**config.mk**
```make
export PLATFORM = sky130hd
export DESIGN_NAME = fetch_redirect_unit
export DESIGN_NICKNAME = d
export VERILOG_FILES = /design/src/rtl/fetch_redirect_unit.sv
export SDC_FILE = /design/constraint.sdc
export NUM_CORES = 1
export LEC_CHECK = 0
export CAP_MARGIN = 30
export CORE_MARGIN = 2
export CORE_UTILIZATION = 47
export DETAILED_ROUTE_END_ITERATION = 12
export GPL_TIMING_DRIVEN = 0
export PLACE_DENSITY = 0.86
export RECOVER_POWER = 100
export SETUP_SLACK_MARGIN = 0.3
export SYNTH_ARGS = -nofsm -noshare
export SYNTH_HDL_FRONTEND = slang
export SYNTH_SLANG_ARGS = --single-unit
```
**constraint.sdc**
```tcl
create_clock -name clock -period 4.1 [get_ports clock]
set_input_delay 0.82 -clock clock [delete_from_list [all_inputs] [get_ports clock]]
set_output_delay 0.82 -clock clock [all_outputs]
set_load 0.01 [all_outputs]
```
**src/rtl/fetch_redirect_unit.sv**
```systemverilog
// Fetch-stage PC owner: increments, holds on stall, redirects on a taken branch
// and squashes wrong-path fetches. Optional taken-branch counter under BRANCH_STATS_EN.
module fetch_redirect_unit #(
    parameter logic [31:0] RESET_PC     = 32'h0000_0000,
    parameter int          FLUSH_CYCLES = 2,
    parameter int          COUNT_WIDTH  = 16
) (
    input  logic                   clock,
    input  logic                   reset,
    input  logic                   stallInput,
    input  logic                   branchTakenInput,
    input  logic [31:0]            branchTargetInput,
    output logic [31:0]            pcOutput,
    output logic [31:0]            pcPlus4Output,
    output logic                   flushOutput,
    output logic                   misalignOutput,
    output logic [COUNT_WIDTH-1:0] takenCountOutput
);

    // state       | meaning
    // ------------+-------------------------------------------------------
    // STATE_RUN   | normal fetch: increment, hold on stall, accept branches
    // STATE_FLUSH | post-redirect squash window; pc free-runs, branches ignored
    localparam logic [0:0] STATE_RUN   = 1'b0;
    localparam logic [0:0] STATE_FLUSH = 1'b1;

    localparam logic [2:0] FLUSH_LOAD = 3'(FLUSH_CYCLES);

    logic [0:0]  state_q;
    logic [2:0]  flush_cnt_q;
    logic [31:0] pc_q;
    logic [31:0] pc_plus4;
    logic [31:0] pc_next;
    logic        flush_q;
    logic        misalign_q;
    logic        in_flush;
    logic        branch_accept;
    logic        flush_done;

    assign in_flush      = (state_q == STATE_FLUSH);
    assign branch_accept = !in_flush && branchTakenInput;
    assign flush_done    = in_flush && (flush_cnt_q == 3'd1);
    assign pc_plus4      = pc_q + 32'd4;

    // Stalls inside the flush window only create bubbles, so the pc keeps moving.
    always_comb begin
        pc_next = pc_q;
        if (branch_accept)
            pc_next = {branchTargetInput[31:2], 2'b00};
        else if (in_flush || !stallInput)
            pc_next = pc_plus4;
    end

    always_ff @(posedge clock) begin
        if (reset) begin
            state_q     <= STATE_RUN;
            flush_cnt_q <= 3'd0;
            flush_q     <= 1'b0;
        end else if (branch_accept) begin
            state_q     <= STATE_FLUSH;
            flush_cnt_q <= FLUSH_LOAD;
            flush_q     <= 1'b1;
        end else if (in_flush) begin
            flush_cnt_q <= flush_cnt_q - 3'd1;
            if (flush_done) begin
                state_q <= STATE_RUN;
                flush_q <= 1'b0;
            end
        end
    end

    always_ff @(posedge clock) begin
        if (reset) begin
            pc_q       <= RESET_PC;
            misalign_q <= 1'b0;
        end else begin
            pc_q       <= pc_next;
            misalign_q <= branch_accept && (branchTargetInput[1:0] != 2'b00);
        end
    end

`ifdef BRANCH_STATS_EN
    logic [COUNT_WIDTH-1:0] taken_cnt_q;

    always_ff @(posedge clock) begin
        if (reset)
            taken_cnt_q <= '0;
        else if (branch_accept && (taken_cnt_q != '1))
            taken_cnt_q <= taken_cnt_q + 1'b1;
    end

    assign takenCountOutput = taken_cnt_q;
`else
    assign takenCountOutput = '0;
`endif

    assign pcOutput       = pc_q;
    assign pcPlus4Output  = pc_plus4;
    assign flushOutput    = flush_q;
    assign misalignOutput = misalign_q;

endmodule

```
# ---- Word level (Yosys, flattened, before mapping)
# Cells that the tools add are included.
dict set report word_totals {
  reg_bits 38
  inputBits 36
  elab_cells 32
}
dict set report classes {
  addsub 2
  n_eq_ne 1
  muxes 10
  n_reduce_logical 12
}
# cell n
set op_table {}
lappend op_table {{$mux W32} 2}
lappend op_table {{$add A32 B3 Y32 const B} 1}
lappend op_table {{$reduce_bool A2 Y1} 4}
lappend op_table {{$mux W1} 6}
lappend op_table {{$mux W2} 2}
lappend op_table {{$eq A3 B1 Y1 const B} 1}
lappend op_table {{$logic_and A1 B1 Y1} 3}
lappend op_table {{$sub A3 B1 Y3 const B} 1}
lappend op_table {{$logic_not A1 Y1} 2}
lappend op_table {{$reduce_and A2 Y1} 1}
lappend op_table {{$reduce_or A2 Y1} 1}
lappend op_table {{$logic_or A1 B1 Y1} 1}

# ---- Depth between registers and ports, before layout
dict set report depth {
  ltp_word 5
  mapped_depth 7
  depth_no_buf 6
}

# ---- Least setup slack after synthesis
# Ideal clock, no wire load.
dict set report synth_timing {
  path_kind {reg-to-output}
  startpoint {reg pc_q[2] (netlist: pcOutput[2])}
  endpoint {out pcPlus4Output[26]}
  arrival_ns 2.115
  required_time_ns 3.280
  path_slack_ns 1.165
  stages_incl_launch_ff 7
  cell_sequence {dfxtp_1 ha_1 nand3_1 or3_1 buf_2 nor4_1 xor2_1}
}
dict set report synth_between {
  elab_chain_len 1
}
# item line_no
set synth_rtl {}
lappend synth_rtl {{start, declared} 31} ;# logic [31:0] pc_q;
lappend synth_rtl {{start signal, assigned} 77} ;# pc_q <= pc_next;
lappend synth_rtl {{$add A32 B3 Y32} 43} ;# assign pc_plus4 = pc_q + 32'd4;
lappend synth_rtl {{end, declared} 14} ;# output logic [31:0] pcPlus4Output,
# Every way passes these cells.

# ---- Final worst setup path
dict set report layout_timing {
  startpoint {reg pc_q[5] (netlist: pcOutput[5])}
  endpoint {out pcPlus4Output[21]}
}
# The elaborated chain is that of the path after synthesis.

==> out/qor.tcl <==
set qor(grt_first_pass_wirelength_um) 15600
set qor(detail_route.first_pass.iterations) 5
set qor(largest_net_degree_at_the_start_of_global_routing) 12
set qor(final_cell_mix) {53 x dlygate4sd3_1, 44 x clkdlybuf4s50_1, 35 x dfxtp_1}
set qor(rr_startpoint) {pcOutput[5]}
set qor(layout_worst_path_cycle_share_pct) 93.7
set qor(floorplan.core_area_mm2) 0.00596
set qor(grt_pass1_vias) 3131
set qor(ys_seq_area_share_pct) 24.8
set qor(worstPathCellList) {buf_4 > nand4_1 > nor4_1 > clkbuf_1 > nand3_1 > xnor2_1 > clkdlybuf4s50_1}
set qor(clock-skew-final_ns) 0.00765
set qor(vdd_ir_drop_max_uv) 190
set qor(worst_setup_path_startpoint) {pcOutput[5]}
set qor(utilization_pct) 70.3
set qor(insertion_delay_ns) 0.30
set qor(areaGrowthSynthToFinish_pct) 43.9
set qor(final_critical_delay_including_setup_and_external_delays_ns) 3.84
set qor(floorplan.rows) 28
set qor(cp.buffers_inverters) 3
set qor(critPathMaxStageDelay_ns) 0.76
set qor(whs_ns) 0.511
set qor(vias) 3498
set qor(cp.required_ns) 3.28
set qor(overflow_left_after_global_routing) 0
set qor(antenna_found_initial) 0
set qor(layout-drive-gt1-share_pct) 10.7
set qor(slew_headroom_pct) 50.2
set qor(cts.sink_count) 36
set qor(worstSetupPathType) {register to output port}
set qor(finalWorstSetupSlack_ns) 0.260
set qor(setup_viol_count_final) 0
set qor(via_per_inst) 5.93
set qor(timing.final.hold_violations) 0
set qor(synth_area_mm2) 0.00291
set qor(worst_setup_path_start_kind) {register}
set qor(detailed_placer_s_ending_hpwl_um) 7520
set qor(grt_use_total_pct) 30.2
set qor(initial_utilization_pct) 48.9
set qor(layout_filler_cell_count) 521
set qor(drc) 0
set qor(placedCellCount) 582
set qor(p_leak_nw) 1.67
set qor(postSynthAreaPerCell_um2) 7.48
set qor(class_of_the_most_critical_hold_timing_path) {register to register}
set qor(final_common_cell) {dlygate4sd3_1}
set qor(floorplan.die.width_um) 82.7
set qor(ioPinCount) 118
set qor(ys_seq_elements) 36
set qor(count_of_flip_flops_with_a_built_in_enable_after_synthesis) 0
set qor(cp_top_family) {simple AND/OR/NAND/NOR gates}
set qor(tightestPinTransition_ns) 0.740
set qor(worst-path-max-fanout) 8
set qor(postRouteWirelength_um) 10200
set qor(ant_nets) 0
set qor(rsz0062_at_grt) {false}
set qor(drv.max_cap_violation_count) 0
set qor(globalplace.congestion) 0.927
set qor(drv_slew) 0
set qor(postSynthCellCount) 389
set qor(yosys.cell_types.count) 58
set qor(synth-main-ff-cell) {dfxtp_1}
set qor(endpoint_kind) {output port}
set qor(clk_pin_slew_ns) 0.08
set qor(cp.arrival_ns) 3.02
set qor(place.port_buffers) 97
set qor(synth-warning-count) 0
set qor(fp.dieArea_mm2) 0.00684
set qor(max_clock_freq_mhz) 260
set qor(ys_async_sr_fraction_pct) 0
set qor(post_drt_wl_per_cell_um) 17.4
set qor(cts.root.buffer_cell) {clkbuf_8}
set qor(worst_path_max_delay_cell) {nor4_1}
set qor(drt-initial-drc-count) 342
set qor(tritoncts) {yes}
set qor(clk_path_buf_depth) 2
set qor(die_height_um) 82.7
set qor(htreeDepth) 2
set qor(num_antenna_cells) 0
set qor(worst_hold_startpoint) {flushOutput}
set qor(final.setup.tns_ns) 0
set qor(filler_free_cell_count_of_the_finished_design) 590
set qor(dp_slack_ns) 0.259
set qor(tritoncts.num_buffers) 5
set qor(power.density_cell_area_mw_per_mm2) 263
set qor(run_status) {completed}
set qor(design.final.nets) 553
-- stage by stage --
| step | area [um2] | total power, mW |
|---|---|---|
| after global routing | 4190 | 1.15 |
| after global placement | 4050 | 0.753 |
| after detailed placement | 4060 | 0.760 |
| final | 4190 | 1.10 |
| after CTS | 4210 | 1.11 |
| after floorplan | 2980 | 0.591 |
-- synthesized netlist by cell type (3+ instances only) --
library cell,number,area (um2)
nand2b_1,3,18.8
inv_1,14,52.6
o311ai_0,4,35.0
nand4_1,6,37.5
and3_1,9,56.3
nor2_1,24,90.1
buf_2,6,30.0
or4b_1,3,30.0
and2_1,5,31.3
a21oi_1,21,105
clkbuf_1,24,90.1
o211ai_1,3,22.5
nor3_1,12,60.1
ha_1,3,37.5
dfxtp_1,36,721
mux2_2,3,33.8
nor3b_1,4,30.0
o32ai_1,3,26.3
a22oi_1,11,82.6
a31oi_1,15,93.8
xnor2_1,15,131
buf_4,23,173
o21ai_0,13,65.1
nor4_1,9,56.3
or3_1,3,18.8
o22ai_1,3,18.8
or4_1,14,105
nand3_1,18,90.1
nand2_1,30,113
xor2_1,13,114
-- layout make-up --
class,instances,area [um2],share of cell area (%)
clock buffer,7,96.3,2.30
tap,75,93.8,2.24
sequential,36,722,17.2
inverter,14,52.6,1.26
buffer,55,302,7.20
clock inverter,1,30.0,0.717
timing repair buffer,99,978,23.4
multi-input combinational,303,1910,45.7
-- registers in the layout (all words and copies together) (netlist names) --
signal	cells
pcOutput	30
flush_cnt_q	3
flushOutput	1
in_flush	1
misalignOutput	1
-- report_power, final --
group / total [mW] / switching, mW / leakage [nW] / internal, mW
Sequential: 0.411 / 0.0346 / 0.297 / 0.376
Combinational: 0.333 / 0.166 / 1.31 / 0.166
Clock: 0.358 / 0.143 / 0.0645 / 0.215
Total: 1.10 / 0.344 / 1.67 / 0.757
-- final timing paths --
kind                            slack, ns  depth (start not counted)                end
worst max-delay path                 0.26                          7  pcPlus4Output[21]
worst min-delay path                 0.51                          2        flushOutput
worst max register to register       1.69                          6       pcOutput[17]
worst min register to register       0.51                          2        flushOutput
-- cell families (layout without fill, tap and decap cells) --
kind of cell,Yosys count,in the layout,synth area share [%]
xor+xnor,28,28,8.43
fa+ha+maj,3,3,1.29
buf+inv,69,176,12.2
flops,36,36,24.8
other cells,1,20,0.129
simple gates,154,154,30.1
compound gates,93,93,21.2
mux,5,5,1.85
-- worst register-to-register path: cells and delay by family, from the launching register on --
kind / cells / cell delay (ns)
AND/OR/NAND/NOR: 3 / 1.44
buffers and inverters: 2 / 0.40
flip-flops: 1 / 0.35
AO/OA/AOI/OAI: 1 / 0.16
-- layer usage --
metal	vias to the layer above	part of all wire (%)	global-route usage (%)
met5	-	0	0
met4	0	2.1	10.0
met3	25	9.1	5.00
li1	1638	-	-
met2	211	48	49.4
met1	1624	41	40.4
-- repair_timing --
| item | CTS | global route |
|---|---|---|
| cloned | 0 | 0 |
| setup buffers | 0 | 0 |
| resized for setup | 4 | 6 |
| endpoints found under the setup margin | 5 | 7 |
| hold buffers | 0 | 0 |
Power figures use the tool's default switching activity.
